<file path="src/rtl/dca_matrix_tile_sched_pkg.sv">
// Shared types and default field widths for the DCA tiled-GEMM sequencer.
package dca_matrix_tile_sched_pkg;

  localparam int DEF_BW_ADDR        = 32;
  localparam int DEF_BW_TILE_CNT    = 8;
  localparam int DEF_MAX_OUTSTANDING = 4;
  localparam int DEF_BW_OUTSTANDING = 3;

  typedef enum logic [1:0] {
    ST_IDLE  = 2'd0,
    ST_ISSUE = 2'd1,
    ST_DRAIN = 2'd2,
    ST_DONE  = 2'd3
  } state_e;

endpackage

</file>
<file path="src/rtl/dca_matrix_tile_addr_gen.sv">
// m/n/k tile counters with incrementally maintained A/B/C tile addresses.
module dca_matrix_tile_addr_gen
  import dca_matrix_tile_sched_pkg::*;
#(
  parameter int BW_ADDR     = DEF_BW_ADDR,
  parameter int BW_TILE_CNT = DEF_BW_TILE_CNT
) (
  input  logic                   clk,
  input  logic                   rstnn,
  input  logic                   load_i,
  input  logic                   advance_i,
  input  logic [BW_TILE_CNT-1:0] m_tiles_i,
  input  logic [BW_TILE_CNT-1:0] n_tiles_i,
  input  logic [BW_TILE_CNT-1:0] k_tiles_i,
  input  logic [BW_ADDR-1:0]     a_base_i,
  input  logic [BW_ADDR-1:0]     b_base_i,
  input  logic [BW_ADDR-1:0]     c_base_i,
  input  logic [BW_ADDR-1:0]     a_mstride_i,
  input  logic [BW_ADDR-1:0]     a_kstride_i,
  input  logic [BW_ADDR-1:0]     b_kstride_i,
  input  logic [BW_ADDR-1:0]     b_nstride_i,
  input  logic [BW_ADDR-1:0]     c_mstride_i,
  input  logic [BW_ADDR-1:0]     c_nstride_i,
  output logic [BW_ADDR-1:0]     a_addr_o,
  output logic [BW_ADDR-1:0]     b_addr_o,
  output logic [BW_ADDR-1:0]     c_addr_o,
  output logic                   k_first_o,
  output logic                   k_wrap_o,
  output logic                   n_wrap_o,
  output logic                   last_o
);

  logic [BW_TILE_CNT-1:0] m_max_q, n_max_q, k_max_q, m_max_d, n_max_d, k_max_d;
  logic [BW_TILE_CNT-1:0] m_q, n_q, k_q, m_d, n_d, k_d;
  logic [BW_ADDR-1:0] b_base_q, a_ms_q, a_ks_q, b_ks_q, b_ns_q, c_ms_q, c_ns_q;
  logic [BW_ADDR-1:0] b_base_d, a_ms_d, a_ks_d, b_ks_d, b_ns_d, c_ms_d, c_ns_d;
  logic [BW_ADDR-1:0] a_row_q, a_q, b_row_q, b_q, c_row_q, c_q;
  logic [BW_ADDR-1:0] a_row_d, a_d, b_row_d, b_d, c_row_d, c_d;
  logic m_wrap;

  assign k_wrap_o  = (k_q == k_max_q);
  assign n_wrap_o  = (n_q == n_max_q);
  assign m_wrap    = (m_q == m_max_q);
  assign last_o    = k_wrap_o & n_wrap_o & m_wrap;
  assign k_first_o = (k_q == '0);
  assign a_addr_o  = a_q;
  assign b_addr_o  = b_q;
  assign c_addr_o  = c_q;

  always_comb begin
    m_max_d = m_max_q; n_max_d = n_max_q; k_max_d = k_max_q;
    m_d = m_q; n_d = n_q; k_d = k_q;
    b_base_d = b_base_q;
    a_ms_d = a_ms_q; a_ks_d = a_ks_q; b_ks_d = b_ks_q;
    b_ns_d = b_ns_q; c_ms_d = c_ms_q; c_ns_d = c_ns_q;
    a_row_d = a_row_q; a_d = a_q; b_row_d = b_row_q;
    b_d = b_q; c_row_d = c_row_q; c_d = c_q;
    if (load_i) begin
      m_max_d = m_tiles_i - BW_TILE_CNT'(1);
      n_max_d = n_tiles_i - BW_TILE_CNT'(1);
      k_max_d = k_tiles_i - BW_TILE_CNT'(1);
      m_d = '0; n_d = '0; k_d = '0;
      b_base_d = b_base_i;
      a_ms_d = a_mstride_i; a_ks_d = a_kstride_i; b_ks_d = b_kstride_i;
      b_ns_d = b_nstride_i; c_ms_d = c_mstride_i; c_ns_d = c_nstride_i;
      a_row_d = a_base_i; a_d = a_base_i;
      b_row_d = b_base_i; b_d = b_base_i;
      c_row_d = c_base_i; c_d = c_base_i;
    end else if (advance_i) begin
      if (!k_wrap_o) begin
        k_d = k_q + BW_TILE_CNT'(1);
        a_d = a_q + a_ks_q;
        b_d = b_q + b_ks_q;
      end else begin
        // k restarts: A returns to its row start, B to its column start
        k_d = '0;
        if (!n_wrap_o) begin
          n_d     = n_q + BW_TILE_CNT'(1);
          a_d     = a_row_q;
          b_row_d = b_row_q + b_ns_q;
          b_d     = b_row_q + b_ns_q;
          c_d     = c_q + c_ns_q;
        end else begin
          n_d     = '0;
          m_d     = m_wrap ? '0 : m_q + BW_TILE_CNT'(1);
          a_row_d = a_row_q + a_ms_q;
          a_d     = a_row_q + a_ms_q;
          b_row_d = b_base_q;
          b_d     = b_base_q;
          c_row_d = c_row_q + c_ms_q;
          c_d     = c_row_q + c_ms_q;
        end
      end
    end
  end

  always_ff @(posedge clk) begin
    if (!rstnn) begin
      m_max_q <= '0; n_max_q <= '0; k_max_q <= '0;
      m_q <= '0; n_q <= '0; k_q <= '0;
      b_base_q <= '0;
      a_ms_q <= '0; a_ks_q <= '0; b_ks_q <= '0;
      b_ns_q <= '0; c_ms_q <= '0; c_ns_q <= '0;
      a_row_q <= '0; a_q <= '0; b_row_q <= '0;
      b_q <= '0; c_row_q <= '0; c_q <= '0;
    end else begin
      m_max_q <= m_max_d; n_max_q <= n_max_d; k_max_q <= k_max_d;
      m_q <= m_d; n_q <= n_d; k_q <= k_d;
      b_base_q <= b_base_d;
      a_ms_q <= a_ms_d; a_ks_q <= a_ks_d; b_ks_q <= b_ks_d;
      b_ns_q <= b_ns_d; c_ms_q <= c_ms_d; c_ns_q <= c_ns_d;
      a_row_q <= a_row_d; a_q <= a_d; b_row_q <= b_row_d;
      b_q <= b_d; c_row_q <= c_row_d; c_q <= c_d;
    end
  end

endmodule

</file>
<file path="src/rtl/dca_matrix_tile_sched.sv">
// Tiled-GEMM sequencer: walks m/n/k tiles, issues MAC instructions, bounds in-flight count.
module dca_matrix_tile_sched
  import dca_matrix_tile_sched_pkg::*;
#(
  parameter int BW_ADDR         = DEF_BW_ADDR,
  parameter int BW_TILE_CNT     = DEF_BW_TILE_CNT,
  parameter int MAX_OUTSTANDING = DEF_MAX_OUTSTANDING,
  parameter int BW_OUTSTANDING  = DEF_BW_OUTSTANDING
) (
  input  logic                      clk,
  input  logic                      rstnn,
  input  logic                      job_valid,
  output logic                      job_ready,
  input  logic [BW_TILE_CNT-1:0]    job_m_tiles,
  input  logic [BW_TILE_CNT-1:0]    job_n_tiles,
  input  logic [BW_TILE_CNT-1:0]    job_k_tiles,
  input  logic [BW_ADDR-1:0]        job_a_base,
  input  logic [BW_ADDR-1:0]        job_b_base,
  input  logic [BW_ADDR-1:0]        job_c_base,
  input  logic [BW_ADDR-1:0]        job_a_mstride,
  input  logic [BW_ADDR-1:0]        job_a_kstride,
  input  logic [BW_ADDR-1:0]        job_b_kstride,
  input  logic [BW_ADDR-1:0]        job_b_nstride,
  input  logic [BW_ADDR-1:0]        job_c_mstride,
  input  logic [BW_ADDR-1:0]        job_c_nstride,
  input  logic                      abort,
  output logic                      inst_valid,
  input  logic                      inst_ready,
  output logic [BW_ADDR-1:0]        inst_a_addr,
  output logic [BW_ADDR-1:0]        inst_b_addr,
  output logic [BW_ADDR-1:0]        inst_c_addr,
  output logic                      inst_acc,
  output logic                      inst_last,
  input  logic                      op_finish,
  output logic                      busy,
  output logic                      done,
  output logic                      aborted,
  output logic                      finish_err,
  output logic [BW_OUTSTANDING-1:0] outstanding
);

  state_e state_q, state_d;
  logic [BW_OUTSTANDING-1:0] outstanding_q, outstanding_d;
  logic aborted_q, aborted_d, finish_err_q, finish_err_d;
  logic load, fire, gen_last, k_first, k_wrap, n_wrap, zero_dim;

  assign zero_dim = (job_m_tiles == '0) | (job_n_tiles == '0) | (job_k_tiles == '0);
  assign inst_valid = (state_q == ST_ISSUE) & ~abort &
                      (outstanding_q < BW_OUTSTANDING'(MAX_OUTSTANDING));
  assign fire        = inst_valid & inst_ready;
  assign job_ready   = (state_q == ST_IDLE);
  assign busy        = (state_q != ST_IDLE);
  assign done        = (state_q == ST_DONE);
  assign inst_last   = (state_q == ST_ISSUE) & gen_last;
  assign inst_acc    = ~k_first;
  assign aborted     = aborted_q;
  assign finish_err  = finish_err_q;
  assign outstanding = outstanding_q;

  dca_matrix_tile_addr_gen #(
    .BW_ADDR     (BW_ADDR),
    .BW_TILE_CNT (BW_TILE_CNT)
  ) u_addr_gen (
    .clk         (clk),
    .rstnn       (rstnn),
    .load_i      (load),
    .advance_i   (fire),
    .m_tiles_i   (job_m_tiles),
    .n_tiles_i   (job_n_tiles),
    .k_tiles_i   (job_k_tiles),
    .a_base_i    (job_a_base),
    .b_base_i    (job_b_base),
    .c_base_i    (job_c_base),
    .a_mstride_i (job_a_mstride),
    .a_kstride_i (job_a_kstride),
    .b_kstride_i (job_b_kstride),
    .b_nstride_i (job_b_nstride),
    .c_mstride_i (job_c_mstride),
    .c_nstride_i (job_c_nstride),
    .a_addr_o    (inst_a_addr),
    .b_addr_o    (inst_b_addr),
    .c_addr_o    (inst_c_addr),
    .k_first_o   (k_first),
    .k_wrap_o    (k_wrap),
    .n_wrap_o    (n_wrap),
    .last_o      (gen_last)
  );

  always_comb begin
    state_d       = state_q;
    aborted_d     = aborted_q;
    finish_err_d  = finish_err_q;
    outstanding_d = outstanding_q;
    load          = 1'b0;
    case (state_q)
      ST_IDLE: begin
        if (job_valid) begin
          load         = 1'b1;
          aborted_d    = 1'b0;
          finish_err_d = 1'b0;
          state_d      = zero_dim ? ST_DRAIN : ST_ISSUE;
        end
      end
      ST_ISSUE: begin
        if (abort) begin
          aborted_d = 1'b1;
          state_d   = ST_DRAIN;
        end else if (fire && gen_last) begin
          state_d = ST_DRAIN;
        end
      end
      ST_DRAIN: if (outstanding_q == '0) state_d = ST_DONE;
      ST_DONE:  state_d = ST_IDLE;
      default:  state_d = ST_IDLE;
    endcase
    // A stray finish pulse never underflows the counter; it only flags the error
    if (op_finish && outstanding_q == '0) finish_err_d = 1'b1;
    if (fire && !op_finish)
      outstanding_d = outstanding_q + BW_OUTSTANDING'(1);
    else if (!fire && op_finish && outstanding_q != '0)
      outstanding_d = outstanding_q - BW_OUTSTANDING'(1);
  end

  always_ff @(posedge clk) begin
    if (!rstnn) begin
      state_q       <= ST_IDLE;
      outstanding_q <= '0;
      aborted_q     <= 1'b0;
      finish_err_q  <= 1'b0;
    end else begin
      state_q       <= state_d;
      outstanding_q <= outstanding_d;
      aborted_q     <= aborted_d;
      finish_err_q  <= finish_err_d;
    end
  end

endmodule
</file>
<file path="config.mk">
export PLATFORM = sky130hd
export DESIGN_NAME = dca_matrix_tile_sched
export DESIGN_NICKNAME = d
export VERILOG_FILES = /design/src/rtl/dca_matrix_tile_sched_pkg.sv /design/src/rtl/dca_matrix_tile_addr_gen.sv /design/src/rtl/dca_matrix_tile_sched.sv
export SDC_FILE = /design/constraint.sdc
export NUM_CORES = 2
export LEC_CHECK = 0
export CAP_MARGIN = 25
export CORE_UTILIZATION = 50
export CTS_CLUSTER_DIAMETER = 60
export DETAILED_ROUTE_END_ITERATION = 12
export PLACE_DENSITY_LB_ADDON = 0.2
export RECOVER_POWER = 100
export SLEW_MARGIN = 15
export SYNTH_ARGS = -nofsm -noshare
export SYNTH_HDL_FRONTEND = slang
export SYNTH_HIERARCHICAL = 1
export SYNTH_SLANG_ARGS = --single-unit
export TNS_END_PERCENT = 1
</file>
<file path="constraint.sdc">
create_clock -name clk -period 3.7 [get_ports clk]
set_clock_uncertainty 0.1 [all_clocks]
set_input_delay 0.74 -clock clk [delete_from_list [all_inputs] [get_ports clk]]
set_output_delay 0.74 -clock clk [all_outputs]
set_load 0.02 [all_outputs]
</file>
# Word level (Yosys, flattened, before mapping)
# Index checks and enable logic that the tools add are counted.
[word_totals]
wordCells = 129
output_inout_bits = 107
register_bits = 471
[op_classes]
addsub = 14
n_bitwise = 11
n_eq_ne = 10
n_mux = 40
magnitude_cmp = 1
n_reduce_logical = 30
[op_table]
columns = ["cell", "n"]
rows = [
  ["$mux 32", 22],
  ["$add 32x32->32", 6],
  ["$logic_not 8->1", 4],
  ["$add 8x1->8 const B", 3],
  ["$eq 8x8->1", 3],
  ["$mux 8", 3],
  ["$sub 8x1->8 const B", 3],
  ["$reduce_bool 2->1", 8],
  ["$reduce_and 3->1", 4],
  ["$mux 2", 5],
  ["$pmux 2 s4", 1],
  ["$and 1x1->1", 6],
  ["$mux 1", 6],
  ["$mux 3", 2],
  ["$ne 2x2->1 const B", 3],
  ["$reduce_and 2->1", 3],
  ["$logic_and 1x1->1", 5],
  ["$eq 2x2->1 const B", 2],
  ["$add 3x1->3 const B", 1],
  ["$logic_not 3->1", 1],
  ["$lt 3x3->1 const B", 1],
  ["$ne 3x2->1 const B", 1],
  ["$not 1->1", 3],
  ["$reduce_bool 3->1", 1],
  ["other kinds (7)", 9],
]

# Depth between registers and ports, before layout
[depth]
depth_word = 9
depth_mapped = 14
ltp_nobuf = 12

# Hierarchy
# The synthesis kept the hierarchy.
[by_module_without_submodules]
columns = ["mod", "area_per_inst_um2", "seq_area_each_um2", "n_inst", "cells_per_inst"]
rows = [
  ["dca_matrix_tile_addr_gen", 28473.6, 9288.9, 1, 3484],
  ["dca_matrix_tile_sched", 539.3, 140.1, 1, 69],
]

# Worst setup path after synthesis
# No wires, ideal clock.
[synth_timing]
path_kind = "flip-flop to flip-flop"
start = "reg u_addr_gen.b_q[8] (netlist: u_addr_gen/b_addr_o[8])"
end = "reg u_addr_gen.b_q[25] (netlist: u_addr_gen/b_addr_o[25])"
setup_time_ns = 0.092
path_buffers = 0
stages_incl_launch_ff = 11
slack_ns = 0.550
period_less_slack_ns = 3.150
t_required_ns = 3.508
arrival_time_ns = 2.958
path_cell_list = "dfxtp_1 -> ha_1 -> nand3_2 -> or4b_1 -> o21a_1 -> or3_4 -> a21o_1 -> o21a_1 -> o21ai_1 -> mux2_1 -> o32ai_1"
[synth_via]
elab_chain_len = 4
[synth_rtl]
columns = ["element", "line_no", "rtl"]
rows = [
  ["from (decl)", "dca_matrix_tile_addr_gen.sv:37", "logic [BW_ADDR-1:0] a_row_q, a_q, b_row_q, b_q, c_row_q, c_q;"],
  ["from (signal assigned)", "dca_matrix_tile_addr_gen.sv:105", "b_q <= '0; c_row_q <= '0; c_q <= '0;"],
  ["from (signal assigned)", "dca_matrix_tile_addr_gen.sv:113", "b_q <= b_d; c_row_q <= c_row_d; c_q <= c_d;"],
  ["$add 32x32->32", "dca_matrix_tile_addr_gen.sv:73", "b_d = b_q + b_ks_q;"],
  ["$mux 32", "dca_matrix_tile_addr_gen.sv:70", "if (!k_wrap_o) begin"],
  ["$mux 32", "dca_matrix_tile_addr_gen.sv:69", "end else if (advance_i) begin"],
  ["$mux 32", "dca_matrix_tile_addr_gen.sv:58", "if (load_i) begin"],
]
# Every way passes these cells. The select of a mux whose other input is x is not followed.
# A chain may end at the register's enable or synchronous reset.

# Worst setup path after layout
[layout_timing]
start = "reg u_addr_gen.k_q[1]"
end = "out inst_acc"
[layout_via]
elab_chain_len = 2
[layout_rtl]
columns = ["element", "line_no", "rtl"]
rows = [
  ["from (decl)", "dca_matrix_tile_addr_gen.sv:34", "logic [BW_TILE_CNT-1:0] m_q, n_q, k_q, m_d, n_d, k_d;"],
  ["from (signal assigned)", "dca_matrix_tile_addr_gen.sv:108", "m_q <= m_d; n_q <= n_d; k_q <= k_d;"],
  ["$logic_not 8->1", "dca_matrix_tile_addr_gen.sv:45", "assign k_first_o = (k_q == '0);"],
  ["named net k_first", "dca_matrix_tile_sched.sv:45", "logic load, fire, gen_last, k_first, k_wrap, n_wrap, zero_dim;"],
  ["$not 1->1", "dca_matrix_tile_sched.sv:55", "assign inst_acc = ~k_first;"],
  ["to (decl)", "dca_matrix_tile_sched.sv:32", "output logic inst_acc,"],
]
# The timed path passes the listed nets, and every way through them passes these cells.

==> impl_metrics.tcl <==
set metrics [dict create \
    postCtsSetupBuffers 0 \
    total_power_w 0.0232 \
    yosysUniqueCellTypes 83 \
    rsz0062_at_grt "false" \
    die_area_mm2 0.0590 \
    r2r_cells 9 \
    maxSlewHeadroom -0.300 \
    grt_start_max_net_pins 159 \
    fin_cells 4726 \
    maxSlewViolCount 186 \
    grt_pass1_vias 26880 \
    portBuffers 424 \
    cts_hold_buffers 0 \
    finalHoldViolations 0 \
    max_stage_delay_ns 0.60 \
    cp_cell_sequence "buf_4, inv_1, ha_1, or4b_2, nor4_2, inv_1, clkdlybuf4s50_1" \
    via_count 28686 \
    area_delta_synth_final_pct 25.1 \
    critPathCaptureType "primary output" \
    remaining_drc_errors 0 \
    root_buffer "clkbuf_16" \
    synth_edf_count 0 \
    met3_usage 0.0535 \
    tns_ns 0 \
    cts_tree "yes" \
    synth_most_common_cell "nor2_1" \
    yosysSeqAreaShare 0.325 \
    async_reset_ff_frac 0 \
    dp_hpwl_mm 77.2 \
    synth_top_family_by_area "compound AO/OA/AOI/OAI gates" \
    grtUsageMet2 0.524 \
    setup_viol 0 \
    fp-row-count 87 \
    regArea_mm2 0.00943 \
    clkTransAtPathRegs_ns 0.06 \
    grt_pass1_wl_mm 157 \
    crit_fanout 5 \
    finalWirelength_mm 103 \
    path_class "flip-flop to primary output" \
    placed_area_mm2 0.0343 \
    cts_buffers 56 \
    worstPathArrival_ns 2.76 \
    hp-class "flip-flop to flip-flop" \
    drive_above_1_share 0.0557 \
    tightestPinTransition_ns 1.95 \
    drt_first_iter_violations 2666 \
    placed_cells 4625 \
    synth_top_area_frac 0.325 \
    yosys-top-cells-area "dfxtp_1 32%, ha_1 8.5%, mux2i_1 8.2%" \
    final_cell_area_mm2 0.0363 \
    synth-xor-area-share 0.0637 \
    multi_input_area_mm2 0.0187 \
    core-area_mm2 0.0568 \
    wl_per_cell_um 21.8 \
    cap_violations 2 \
    vias_per_cell 6.07 \
    grt.overflow.total 0 \
    cts_resized 0 \
    r2r-start "state_q[0]" \
    die_h_um 243 \
    yosys.area_share.simple 0.171 \
    cts_num_sinks 471 \
    die_w_um 243 \
    final_nets 4449 \
    postLayoutCoreUtil 0.639 \
    rrSetupSlack_ns 0.19 \
    drt.antenna.violating_nets 0 \
    syn_inst 3553 \
    min_from "u_addr_gen/b_base_q[5]" \
    irDropWorstVdd_uv 439 \
    antenna_cells 0 \
    clock_latency_ns 0.61 \
    synthesis.nets 4075 \
    cp.required_ns 2.86 \
    synth-adder-area-share 0.0898 \
    synth_top_area_cell "dfxtp_1" \
    crit_slowest_cell "or4b_2" \
    synth_area_mm2 0.0290 \
    synthMuxAreaShare 0.0840 \
    groute.usage.overall 0.336 \
    startpoint_type "flip-flop" \
    dominantRegCellSynth "dfxtp_1" \
    hold_path_depth 2 \
    cp_common_cell "inv_1" \
    p_leak_nw 15.5 \
    cts_max_path_buffers 3 \
    busiest_layer "met2" \
    period_minus_slack_ns 3.60 \
    p_per_area_mw_per_mm2 638 \
    ys_warn_count 6 \
    synth_seq_cells 471 \
    status "finished with violations" \
    gr-usage-met1 0.472 \
    worstReg2RegEnd "u_addr_gen/c_addr_o[14]" \
    period_share 0.972 \
    gp_congestion 0.994 \
    avgSynthCellArea_um2 8.17 \
    violations "max-capacitance violations, max-slew violations" \
    drt_first_pass_iters 5 \
    synthTopCellsByCount "486 x nor2_1, 471 x dfxtp_1, 329 x a21oi_1" \
    fillCellCount 5044 \
    io_pins 425 \
    start_util 0.511 \
    fmax_mhz 278 \
    hold_end "u_addr_gen/b_base_q[5]" \
    htree_levels 2 \
    synth_compound_area_frac 0.233 \
    antenna_found_initial 3 \
]
placed cells by master, fill, tap and decap left out, types with 12 or more instances in the layout:
master	synthesis	final
o21ai_0	202	202
clkdlybuf4s50_1	0	318
a31oi_1	38	38
xor2_1	83	83
nor3_1	46	46
nand4_1	33	33
a22oi_1	29	29
nor2_1	486	479
a21oi_1	329	329
o21bai_1	23	23
o211ai_1	29	29
o21a_1	34	34
or3_1	20	21
buf_4	0	64
dlygate4sd3_1	0	105
a211oi_1	67	67
ha_1	197	197
a21o_1	98	98
and3_1	39	39
clkbuf_1	153	12
a221oi_1	26	27
o22ai_1	15	15
clkbuf_16	0	57
inv_1	57	54
a21boi_0	13	13
nand2b_1	14	14
nand2_1	327	325
and2_1	15	12
xnor2_1	128	128
nand3_1	66	67
dfxtp_1	471	469
a222oi_1	14	14
bufinv_16	0	13
mux2i_1	239	239
sequential cells by signal, indices dropped and copies added (netlist names), 2 cells and up:
signal	flops
u_addr_gen/a_row_q	32
u_addr_gen/n_q	8
u_addr_gen/c_ns_q	32
u_addr_gen/m_max_q	8
u_addr_gen/b_ks_q	32
u_addr_gen/n_max_q	8
u_addr_gen/b_ns_q	32
u_addr_gen/b_row_q	32
u_addr_gen/k_max_q	8
u_addr_gen/c_ms_q	32
state_q	2
u_addr_gen/m_q	8
u_addr_gen/a_addr_o	32
u_addr_gen/b_addr_o	32
u_addr_gen/k_q	8
outstanding	3
u_addr_gen/a_ms_q	32
u_addr_gen/a_ks_q	32
u_addr_gen/c_row_q	32
u_addr_gen/c_addr_o	32
u_addr_gen/b_base_q	32
kinds of logic (layout without fill, tap and decap cells):
logic type | after synthesis | after routing
flip-flops | 471 | 471
AO/OA/AOI/OAI | 1047 | 1047
buffers and inverters | 254 | 671
adder cells (fa/ha/maj) | 204 | 204
AND/OR/NAND/NOR | 1123 | 1123
multiplexers | 243 | 243
XOR/XNOR | 211 | 211
critical path, delay by kind of cell, from the launching register on:
family / cells / cell delay [ns]
and+or+nand+nor: 2 / 0.79
DFF: 1 / 0.37
buffers and inverters: 4 / 0.84
adders and majority gates: 1 / 0.14
final cells by class:
class	count	share of cell area
multi-input cells	2828	0.514
flip-flops and latches	471	0.260
repair buffers	513	0.137
clock buffers	66	0.0416
well taps	756	0.0261
clock inverters	35	0.0149
inverters	57	0.00631
worst max path at each step:
stage	from	to	slack (ns)	cells after the start
finish	u_addr_gen/k_q[1]	inst_acc	0.10	7
global route	u_addr_gen/k_q[1]	inst_acc	0.004	7
CTS	u_addr_gen/k_q[1]	inst_acc	0.02	7
detailed placement	abort	u_addr_gen/a_addr_o[25]	0.08	12
global placement	abort	u_addr_gen/a_row_q[17]	0.21	11
floorplan	u_addr_gen/b_addr_o[8]	u_addr_gen/b_addr_o[25]	0.55	10
where the power goes:
part	internal (W)	switching (W)	total (W)	leakage, nW
Sequential	0.00608	0.000986	0.00707	3.87
Combinational	0.00397	0.00596	0.00992	10.6
Clock	0.00382	0.00235	0.00617	1.01
stage by stage:
stage / hold slack [ns] / setup WS [ns]
6_report: 0.369 / 0.103
5_1_grt: 0.393 / 0.00444
4_1_cts: 0.366 / 0.0202
3_5_place_dp: 0.352 / 0.0776
3_3_place_gp: 0.350 / 0.209
2_1_floorplan: 0.340 / 0.550
routing by layer:
metal,up-vias,routed length (um)
met3,172,8640
li1,13637,-
met4,4,3020
met2,1294,45200
met5,-,20
met1,13579,46100
No activity file was read; power rests on OpenSTA's default activity.
